===== src/rtl/alu_stage.sv =====
// ALU stage: single-cycle ADD/SUB/logic/PASS, iterative shift-add MUL; ALU_STAGE_SAT_EN enables ADD/SUB saturation.
// Latency: 1 cycle non-MUL, WIDTH+1 cycles MUL (accept edge to first o_VALID cycle).
// Backpressure: result held while i_READY=0; o_READY=0 while busy, follows i_READY while a result is pending.
module alu_stage #(
    parameter int WIDTH = 4
) (
    input  logic             i_CLK,
    input  logic             i_RSTn,
    input  logic             i_VALID,
    output logic             o_READY,
    input  logic [WIDTH-1:0] i_A,
    input  logic [WIDTH-1:0] i_B,
    input  logic [2:0]       i_OP,
    output logic             o_VALID,
    input  logic             i_READY,
    output logic [WIDTH-1:0] o_Y,
    output logic [2:0]       o_FLAGS
);

    localparam int MSB = WIDTH - 1;
    localparam int CW  = $clog2(WIDTH);
    localparam logic [CW-1:0] CNT_LAST = CW'(WIDTH - 1);

    localparam logic [1:0] S_IDLE = 2'd0;
    localparam logic [1:0] S_BUSY = 2'd1;
    localparam logic [1:0] S_DONE = 2'd2;

    localparam logic [2:0] OP_ADD  = 3'b000;
    localparam logic [2:0] OP_SUB  = 3'b001;
    localparam logic [2:0] OP_NAND = 3'b010;
    localparam logic [2:0] OP_AND  = 3'b011;
    localparam logic [2:0] OP_OR   = 3'b100;
    localparam logic [2:0] OP_XOR  = 3'b101;
    localparam logic [2:0] OP_MUL  = 3'b110;

`ifdef ALU_STAGE_SAT_EN
    localparam logic [WIDTH-1:0] SAT_MAX = {1'b0, {(WIDTH-1){1'b1}}};
    localparam logic [WIDTH-1:0] SAT_MIN = {1'b1, {(WIDTH-1){1'b0}}};
`endif

    logic [1:0]       state_q, state_d;
    logic [CW-1:0]    cnt_q, cnt_d;
    logic [WIDTH-1:0] mcand_q, mcand_d;
    logic [WIDTH-1:0] mplier_q, mplier_d;
    logic [WIDTH-1:0] acc_q, acc_d;
    logic [WIDTH-1:0] y_q, y_d;
    logic [2:0]       flags_q, flags_d;

    logic [WIDTH-1:0] sum, diff, acc_step, alu_y;
    logic             add_ovf, sub_ovf, alu_v, in_xfer;

    function automatic logic [2:0] flags_of(input logic v, input logic [WIDTH-1:0] y);
        return {v, y[WIDTH-1], ~|y};
    endfunction

    assign sum     = i_A + i_B;
    assign diff    = i_A - i_B;
    assign add_ovf = (i_A[MSB] == i_B[MSB]) && (sum[MSB] != i_A[MSB]);
    assign sub_ovf = (i_A[MSB] != i_B[MSB]) && (diff[MSB] != i_A[MSB]);

    always_comb begin
        alu_y = i_A;
        alu_v = 1'b0;
        case (i_OP)
            OP_ADD: begin
                alu_y = sum;
                alu_v = add_ovf;
`ifdef ALU_STAGE_SAT_EN
                // Overflow direction follows the sign of A (both operands share it).
                if (add_ovf) alu_y = i_A[MSB] ? SAT_MIN : SAT_MAX;
`endif
            end
            OP_SUB: begin
                alu_y = diff;
                alu_v = sub_ovf;
`ifdef ALU_STAGE_SAT_EN
                if (sub_ovf) alu_y = i_A[MSB] ? SAT_MIN : SAT_MAX;
`endif
            end
            OP_NAND: alu_y = ~(i_A & i_B);
            OP_AND:  alu_y = i_A & i_B;
            OP_OR:   alu_y = i_A | i_B;
            OP_XOR:  alu_y = i_A ^ i_B;
            default: alu_y = i_A;
        endcase
    end

    assign o_VALID = (state_q == S_DONE);
    assign o_READY = (state_q == S_BUSY) ? 1'b0 :
                     (state_q == S_DONE) ? i_READY : 1'b1;
    assign in_xfer = i_VALID & o_READY;
    assign acc_step = mplier_q[0] ? (acc_q + mcand_q) : acc_q;
    assign o_Y     = y_q;
    assign o_FLAGS = flags_q;

    always_comb begin
        state_d  = state_q;
        cnt_d    = cnt_q;
        mcand_d  = mcand_q;
        mplier_d = mplier_q;
        acc_d    = acc_q;
        y_d      = y_q;
        flags_d  = flags_q;
        case (state_q)
            S_BUSY: begin
                acc_d    = acc_step;
                mcand_d  = mcand_q << 1;
                mplier_d = mplier_q >> 1;
                cnt_d    = cnt_q + 1'b1;
                if (cnt_q == CNT_LAST) begin
                    y_d     = acc_step;
                    flags_d = flags_of(1'b0, acc_step);
                    cnt_d   = '0;
                    state_d = S_DONE;
                end
            end
            S_DONE: begin
                if (i_READY) state_d = S_IDLE;
            end
            default: state_d = S_IDLE;
        endcase
        // A new op may land in IDLE or in DONE alongside the output transfer.
        if (in_xfer) begin
            if (i_OP == OP_MUL) begin
                mcand_d  = i_A;
                mplier_d = i_B;
                acc_d    = '0;
                cnt_d    = '0;
                state_d  = S_BUSY;
            end else begin
                y_d     = alu_y;
                flags_d = flags_of(alu_v, alu_y);
                state_d = S_DONE;
            end
        end
    end

    always_ff @(posedge i_CLK or negedge i_RSTn) begin
        if (!i_RSTn) begin
            state_q  <= S_IDLE;
            cnt_q    <= '0;
            mcand_q  <= '0;
            mplier_q <= '0;
            acc_q    <= '0;
            y_q      <= '0;
            flags_q  <= '0;
        end else begin
            state_q  <= state_d;
            cnt_q    <= cnt_d;
            mcand_q  <= mcand_d;
            mplier_q <= mplier_d;
            acc_q    <= acc_d;
            y_q      <= y_d;
            flags_q  <= flags_d;
        end
    end

endmodule


===== config.mk =====
export PLATFORM = sky130hd
export DESIGN_NAME = alu_stage
export DESIGN_NICKNAME = d
export VERILOG_FILES = /design/src/rtl/alu_stage.sv
export SDC_FILE = /design/constraint.sdc
export NUM_CORES = 1
export LEC_CHECK = 0
export CAP_MARGIN = 20
export CELL_PAD_IN_SITES_DETAIL_PLACEMENT = 1
export CELL_PAD_IN_SITES_GLOBAL_PLACEMENT = 2
export CORE_MARGIN = 3
export CORE_UTILIZATION = 38
export CTS_BUF_LIST = sky130_fd_sc_hd__clkbuf_4
export CTS_CLUSTER_SIZE = 8
export DETAILED_ROUTE_END_ITERATION = 8
export PLACE_DENSITY_LB_ADDON = 0.1
export SYNTH_ARGS = -nofsm -noshare
export SYNTH_HDL_FRONTEND = slang
export SYNTH_SLANG_ARGS = --single-unit

===== constraint.sdc =====
create_clock -name i_CLK -period 3.8 [get_ports i_CLK]
set_input_delay 0.57 -clock i_CLK [delete_from_list [all_inputs] [get_ports i_CLK]]
set_output_delay 0.57 -clock i_CLK [all_outputs]
set_load 0.01 [all_outputs]

# ---- After elaboration in Yosys (flattened, before gate mapping)
# Index checks and enable logic that the tools add are counted.
dict set report classes {
  n_bitwise 5
  reduce_logical 8
  n_mux 31
  n_eq_ne 15
  n_addsub 4
}
# op n
set ops {}
lappend ops {{4-bit 2-to-1 mux} 14}
lappend ops {{4-bit case mux with 6 select lines} 1}
lappend ops {{2-bit 2-to-1 mux} 8}
lappend ops {{3-bit 2-to-1 mux} 4}
lappend ops {{3-bit == test, second input constant} 3}
lappend ops {{4-bit adder} 2}
lappend ops {{4-bit OR reduction} 2}
lappend ops {{3-bit by 2-bit == test with 1-bit output, second input constant} 2}
lappend ops {{4-bit AND} 1}
lappend ops {{2-bit == test, second input constant} 2}
lappend ops {{4-bit inverter} 1}
lappend ops {{4-bit bitwise OR} 1}
lappend ops {{2-bit case mux with 2 select lines} 1}
lappend ops {{4-bit subtractor} 1}
lappend ops {{4-bit XOR} 1}
lappend ops {{3-bit by 1-bit == test with 1-bit output, second input constant} 1}
lappend ops {{3-bit zero test} 1}
lappend ops {{1-bit != test} 3}
lappend ops {{3-bit by 1-bit != test with 1-bit output, second input constant} 1}
lappend ops {{3-bit by 2-bit != test with 1-bit output, second input constant} 1}
lappend ops {{2-bit by 1-bit adder with 2-bit output, second input constant} 1}
lappend ops {{2-bit by 1-bit == test with 1-bit output, second input constant} 1}
lappend ops {{1-bit logical AND} 2}
lappend ops {{1-bit zero test} 2}
lappend ops {{other kinds (5)} 6}
dict set report word_totals {
  output_inout_bits 9
  ff_bits 23
  word_cells 70
  inputBits 15
}

# ---- Logic depth before layout (Yosys ltp)
# Gate-level depths: netlist of run 1.
dict set report logic_depth {
  word_depth 8
  depth_mapped 9
  ltp_nobuf 9
}

# ---- Least setup slack after synthesis of run 1
# Ideal clock, no wire load.
dict set report synth_path {
  path_kind {input to register}
  start {input port i_A[0]}
  end {register flags_q[0], in the netlist o_FLAGS[0]}
  n_path_buf 0
  required_ps 3669
  setup_slack_ps 1684
  t_arrival_ps 1985
  cell_stages 8
  cell_sequence {inv_1 -> ha_1 -> fa_1 -> nand2_1 -> o21ai_0 -> mux4_2 -> nand3_1 -> o32ai_2}
}
dict set report synth_between {
  elab_chain_cells 7
}
# element line
set synth_rtl {}
lappend synth_rtl {{from (decl)} 11} ;# input logic [WIDTH-1:0] i_A,
lappend synth_rtl {{branches (longest 2 deep; another with 4-bit subtractor)} -}
lappend synth_rtl {{4-bit case mux with 6 select lines *} 64} ;# case (i_OP)
lappend synth_rtl {{4-bit OR reduction *} 53} ;# return {v, y[WIDTH-1], ~|y};
lappend synth_rtl {{1-bit zero test *} 53}
lappend synth_rtl {{3-bit 2-to-1 mux *} 124} ;# if (i_OP == OP_MUL) begin
lappend synth_rtl {{3-bit 2-to-1 mux *} 123} ;# if (in_xfer) begin
lappend synth_rtl {{net flags_d[0]} 47} ;# logic [2:0] flags_q, flags_d;
lappend synth_rtl {{to (signal assigned)} 154} ;# flags_q <= flags_d;
lappend synth_rtl {{to (decl)} 47}
# Mark *: on every way through the listed nets, which the timed path passes.
# A chain may end at the register's enable or synchronous reset.

# ---- Final worst setup path of run 1
# Same ends and word-level chain as after synthesis.

==> run_results.csv, run 1 <==
group,metric,value,unit
sta,setup_viol,0,
drt,drt-total-wl,4.72,mm
sta,fin_crit_sh,0.674,
floorplanning,fp-row-count,24,
placed_design,globalplace.congestion,0.838,
power_and_ir_drop,total_power,0.00105,W
cts,cts_root_buffer,"clkbuf_4",
final_layout,register_area,576,sq um
drt,vias_per_cell,5.42,
final_layout,utilization,0.468,
sta,period_minus_slack,2.56,ns
logic_synthesis,synth_cell_types,51,
floorplanning,design.core.area,4470,sq um
floorplanning,die_w,75.1,um
logic_synthesis,synth_ff_type,"dfrtp_1",
final_layout,final_nets,247,
global_route,first_global_vias,1564,
logic_synthesis,yosysMostFrequentCell,"nand2_1",
logic_synthesis,yosys_register_bits,23,
critical_path,worst-r2r-cell-count,6,
sta,hold_violations,0,
global_route,grt_usage,0.180,
sta,skew,0.00547,ns
cts,cts_hold_buffers,0,
sta,maxSlewViolCount,0,
logic_synthesis,yosys_warnings,0,
placed_design,hpwl,3.74,mm
power_and_ir_drop,p_leak,0.919,nW
cts,clock-sinks,23,
logic_synthesis,ys_top_cells_by_area,"dfrtp_1, ha_1, mux2i_1",
global_route,grt_pass1_wl,7.60,mm
cts,clockBufferDepth,2,
drt,drtIter0Drc,66,
logic_synthesis,yosysTopAreaCell,"dfrtp_1",
sta,worst_pin_slew,0.846,ns
placed_design,port_buffers,23,
power_and_ir_drop,powerDensity,499,nW/um^2
critical_path,critical_path_class,"input pin to register",
global_route,grt_max_degree,24,
final_layout,drive_gt1_frac,0.0892,
global_route,antenna_found_initial,0,
hold_path,hp-class,"input pin to async pin",
run_status,status,"finished, final reports clean",
logic_synthesis,synthesis.area,1810,sq um
cts,cts_buffers,3,
power_and_ir_drop,ir_drop,153,uV
critical_path,rr_startpoint,"state_q[0]",
drt,routedWlPerCell,17.8,um
critical_path,r2r-end,"mcand_q[1]",
cts,clkSlewWorstSetupHoldPaths,0.13,ns
critical_path,arrival,2.78,ns
drt,firstDrtPassIters,3,
critical_path,cp-start-kind,"input pin",
final_layout,multi_input_area,1110,sq um
critical_path,critPathMaxFanout,4,
sta,tns,0,ns
floorplanning,die_h,75.1,um
critical_path,endpoint_kind,"register",
cts,cts-resized-gates,0,
logic_synthesis,syn_avg_cell_area,9.39,sq um
cts,clock_latency,0.32,ns
drt,drc,0,
floorplanning,dieArea,5630,sq um
cts,cts_tree,"yes",
logic_synthesis,synth_cells,193,
logic_synthesis,synth_commonest_cells,"nand2_1, dfrtp_1, o21ai_0",
sta,grt_setup_unrepaired,"false",
sta,slew_headroom,0.434,
critical_path,rrSetupSlack,1.58,ns
final_layout,diodes,0,
global_route,grt_overflow,0,
cts,cts_setup_buffers,0,
job,max_cap_violations,0,
final_layout,fillers,533,
drt,vias,1437,
final_layout,area_growth,15.5,%
floorplanning,initial_utilization,0.405,
logic_synthesis,synth_edf_count,0,
cts,cts_htree_levels,1,
logic_synthesis,async_flop_share,1.00,
drt,antenna_left,0,
critical_path,cp.required,4.01,ns
logic_synthesis,synth_fp_nets,226,
floorplanning,design.portCount,24,
sta,fmax,0.390,GHz
logic_synthesis,seq_area_frac_synth,0.318,
logic_synthesis,synth_top_area_share,0.318,
[layout by cell type, fill, tap and decap left out, types with 4 or more instances in the layout]
cell	count
xnor2_1	4
nand2_1	25
mux2i_1	10
clkdlybuf4s50_1	23
ha_1	15
xor2_1	4
a21oi_1	11
dfrtp_1	23
o21ai_0	19
nor3_1	4
inv_1	9
nor2_1	13
[through the flow]
stage / hold slack (ns) / std cells / setup slack, ns / instance area, sq um
finish: 0.484 / 265 / 1.24 / 2090
global route: 0.469 / 265 / 1.10 / 2090
CTS: 0.542 / 264 / 1.24 / 2070
detailed placement: 0.510 / 260 / 0.900 / 2040
global placement: 0.493 / 260 / 0.977 / 2040
floorplan: 0.274 / 193 / 1.68 / 1810
[routing by layer]
| layer | up-vias | global-route usage | wire [um] | part of all wire |
|---|---|---|---|---|
| met5 | - | 0 | 0 | 0 |
| met4 | 0 | 0.0692 | 98 | 0.021 |
| met3 | 9 | 0.0134 | 62 | 0.013 |
| met2 | 17 | 0.322 | 2450 | 0.52 |
| met1 | 696 | 0.225 | 2110 | 0.45 |
| li1 | 715 | - | - | - |
[worst max-delay path, stage by stage]
cell             delay, ns
clkdlybuf4s50_1       0.53
inv_1                 0.09
ha_1                  0.24
fa_1                  0.38
nand2_1               0.12
nor2_1                0.06
nor4b_1               0.50
or2_1                 0.20
o32ai_2               0.09
[how the worst max path moves through the flow]
stage                 from          to  slack [ns]
global route        i_A[0]      o_Y[2]        1.10
CTS                 i_A[0]  o_FLAGS[0]        1.24
detailed placement  i_A[0]  o_FLAGS[0]        0.90
finish              i_A[0]  o_FLAGS[0]        1.24
floorplan           i_A[0]  o_FLAGS[0]        1.68
global placement    i_A[0]  o_FLAGS[0]        0.98
[kinds of logic after synthesis]
logic type                 synth area share
muxes                                0.0677
xor gates and xnor gates             0.0387
AOI/OAI and AO/OA                     0.205
adders and majority gates             0.137
DFF                                   0.318
buffers and inverters                0.0670
and+or+nand+nor                       0.167
[flip-flops by register name, summed over array words and instances (netlist names)]
register	flops
state_q	2
o_Y	4
mcand_q	4
cnt_q	2
o_FLAGS	3
acc_q	4
mplier_q	4
[power by group]
part           total, W  switching [W]  leakage, nW  internal, W
sequential     0.000430      0.0000880        0.290     0.000341
clock          0.000117      0.0000771       0.0177    0.0000394
combinational  0.000499       0.000255        0.611     0.000244
[final cells by class]
cell class,count,area share
timing repair buffer,26,0.130
clock inverter,1,0.00239
multi-input combinational,150,0.533
sequential,23,0.275
tap,52,0.0311
clock buffer,3,0.0108
inverter,10,0.0179
Note: power is estimated with default switching activity, not from simulation.
==> inputs of run 2 (changes only) <==
--- a/config.mk
+++ b/config.mk
@@ -9,7 +9,7 @@
 export CELL_PAD_IN_SITES_DETAIL_PLACEMENT = 1
 export CELL_PAD_IN_SITES_GLOBAL_PLACEMENT = 2
 export CORE_MARGIN = 3
-export CORE_UTILIZATION = 38
+export CORE_UTILIZATION = 36
 export CTS_BUF_LIST = sky130_fd_sc_hd__clkbuf_4
 export CTS_CLUSTER_SIZE = 8
 export DETAILED_ROUTE_END_ITERATION = 8
==> constraint.sdc (replaced) <==
create_clock -name i_CLK -period 2.5 [get_ports i_CLK]
set_input_delay 0.375 -clock i_CLK [delete_from_list [all_inputs] [get_ports i_CLK]]
set_output_delay 0.375 -clock i_CLK [all_outputs]
set_load 0.01 [all_outputs]
==> run_results.csv, run 2 (same netlist as run 1, synthesis figures left out) <==
group,metric,value,unit
run_status,status,"finished, final reports clean",
critical_path,cp.required,2.71,ns
critical_path,critPathMaxFanout,3,
critical_path,rrSetupSlack,0.37,ns
cts,cts_tree,"yes",
drt,drt-total-wl,4.74,mm
sta,period_minus_slack,2.24,ns
global_route,first_global_vias,1665,
hold_path,hp-class,"input pin to async pin",
sta,hold_violations,0,
sta,maxSlewViolCount,0,
placed_design,pre_cts_ws,-0.108,ns
drt,vias_per_cell,5.18,
cts,cts_root_buffer,"clkbuf_4",
global_route,grt_overflow,0,
sta,slew_headroom,0.670,
drt,drc,0,
floorplanning,die_h,76.9,um
floorplanning,dieArea,5920,sq um
final_layout,area_growth,22.1,%
job,max_cap_violations,0,
drt,routedWlPerCell,16.0,um
cts,cts_htree_levels,1,
floorplanning,fp-row-count,25,
critical_path,critical_path_class,"input pin to register",
floorplanning,design.portCount,24,
drt,vias,1534,
sta,fin_crit_sh,0.895,
cts,clockBufferDepth,2,
cts,cts_setup_buffers,0,
sta,timing.final.ws_setup,0.262,ns
drt,firstDrtPassIters,4,
cts,clkSlewWorstSetupHoldPaths,0.14,ns
cts,clock_latency,0.32,ns
global_route,antenna_found_initial,0,
final_layout,layout_common_cells,"nand2_1, dfrtp_1, clkdlybuf4s50_1, o21ai_0, buf_4",
sta,fmax,0.447,GHz
floorplanning,die_w,76.9,um
final_layout,diodes,0,
sta,skew,0.0117,ns
critical_path,rr_startpoint,"acc_q[1]",
drt,drtIter0Drc,45,
cts,cts-resized-gates,0,
power_and_ir_drop,ir_drop,345,uV
power_and_ir_drop,powerDensity,727,nW/um^2
final_layout,final_common_cell,"nand2_1",
cts,clock-sinks,23,
final_layout,fillers,568,
critical_path,worst-r2r-cell-count,7,
sta,worst_pin_slew,0.494,ns
cts,cts_buffers,3,
power_and_ir_drop,p_leak,0.990,nW
sta,grt_setup_unrepaired,"false",
cts,cts_hold_buffers,0,
critical_path,arrival,2.45,ns
final_layout,utilization,0.462,
final_layout,final_nets,263,
placed_design,globalplace.congestion,0.823,
critical_path,endpoint_kind,"register",
final_layout,drive_gt1_frac,0.153,
critical_path,r2r-end,"o_FLAGS[0]",
global_route,grt_pass1_wl,8.22,mm
critical_path,cp-start-kind,"input pin",
floorplanning,initial_utilization,0.379,
global_route,grt_usage,0.169,
global_route,grt_max_degree,24,
drt,antenna_left,0,
placed_design,port_buffers,23,
floorplanning,design.core.area,4790,sq um
sta,setup_viol,0,
placed_design,hpwl,3.91,mm
==> run 2: cell types whose count changed in the layout (fill, tap and decap cells not counted), sizes merged <==
cell  change
buf      +16
==> run 2: worst max-delay path by stage <==
stage,end,startpoint
final,o_FLAGS[0],i_A[0]
after detailed placement,o_FLAGS[0],i_A[0]
after global placement,o_FLAGS[0],i_A[0]
after global routing,o_FLAGS[0],i_A[0]
after CTS,o_FLAGS[0],i_A[0]
after floorplan,o_FLAGS[0],i_A[0]
==> run 2: power breakdown <==
part | switching, W | internal (W)
Combinational | 0.000379 | 0.000401
Sequential | 0.000133 | 0.000519
Clock | 0.000116 | 0.0000598
Total | 0.000628 | 0.000980
==> run 2: per-stage QoR <==
step,power (W),std cells,cell area (sq um),hold slack (ns),TNS [ns]
2_1_floorplan,0.00114,193,1810,0.0794,0
3_3_place_gp,0.00141,292,2180,0.493,-0.0256
3_5_place_dp,0.00145,292,2180,0.525,-0.108
4_1_cts,0.00164,296,2210,0.407,0
5_1_grt,0.00176,296,2210,0.423,0
6_report,0.00161,296,2210,0.401,0
==> run 2: cell type report <==
class | count | area, sq um | share of cell area
Sequential cell | 23 | 576 | 0.260
Clock buffer | 3 | 22.5 | 0.0102
Tap cell | 67 | 83.8 | 0.0379
Inverter | 10 | 37.5 | 0.0170
Timing Repair Buffer | 42 | 373 | 0.169
Clock inverter | 1 | 5.00 | 0.00226
Multi-Input combinational cell | 150 | 1110 | 0.504
==> run 2: metal layers <==
metal | track usage | part of all wire | vias up | routed length, um
li1 | - | - | 750 | -
met1 | 0.220 | 0.47 | 761 | 2230
met2 | 0.306 | 0.50 | 21 | 2380
met3 | 0.0293 | 0.025 | 2 | 119
met4 | 0.0109 | 0.0021 | 0 | 10
met5 | 0 | 0 | - | 0
==> run 2: critical path, stage by stage <==
cell	delay, ns
clkdlybuf4s50_1	0.51
inv_1	0.07
ha_1	0.22
fa_1	0.43
nand2_1	0.07
o21ai_0	0.08
mux4_2	0.49
nand3_1	0.12
o32ai_2	0.08
==> inputs of run 3 (changes only) <==
--- a/config.mk
+++ b/config.mk
@@ -5,7 +5,7 @@
 export SDC_FILE = /design/constraint.sdc
 export NUM_CORES = 1
 export LEC_CHECK = 0
-export CAP_MARGIN = 20
+export CAP_MARGIN = 15
 export CELL_PAD_IN_SITES_DETAIL_PLACEMENT = 1
 export CELL_PAD_IN_SITES_GLOBAL_PLACEMENT = 2
 export CORE_MARGIN = 3
==> results of run 3 <==
No change in the layout: final DEF, timing and power equal those of run 2.
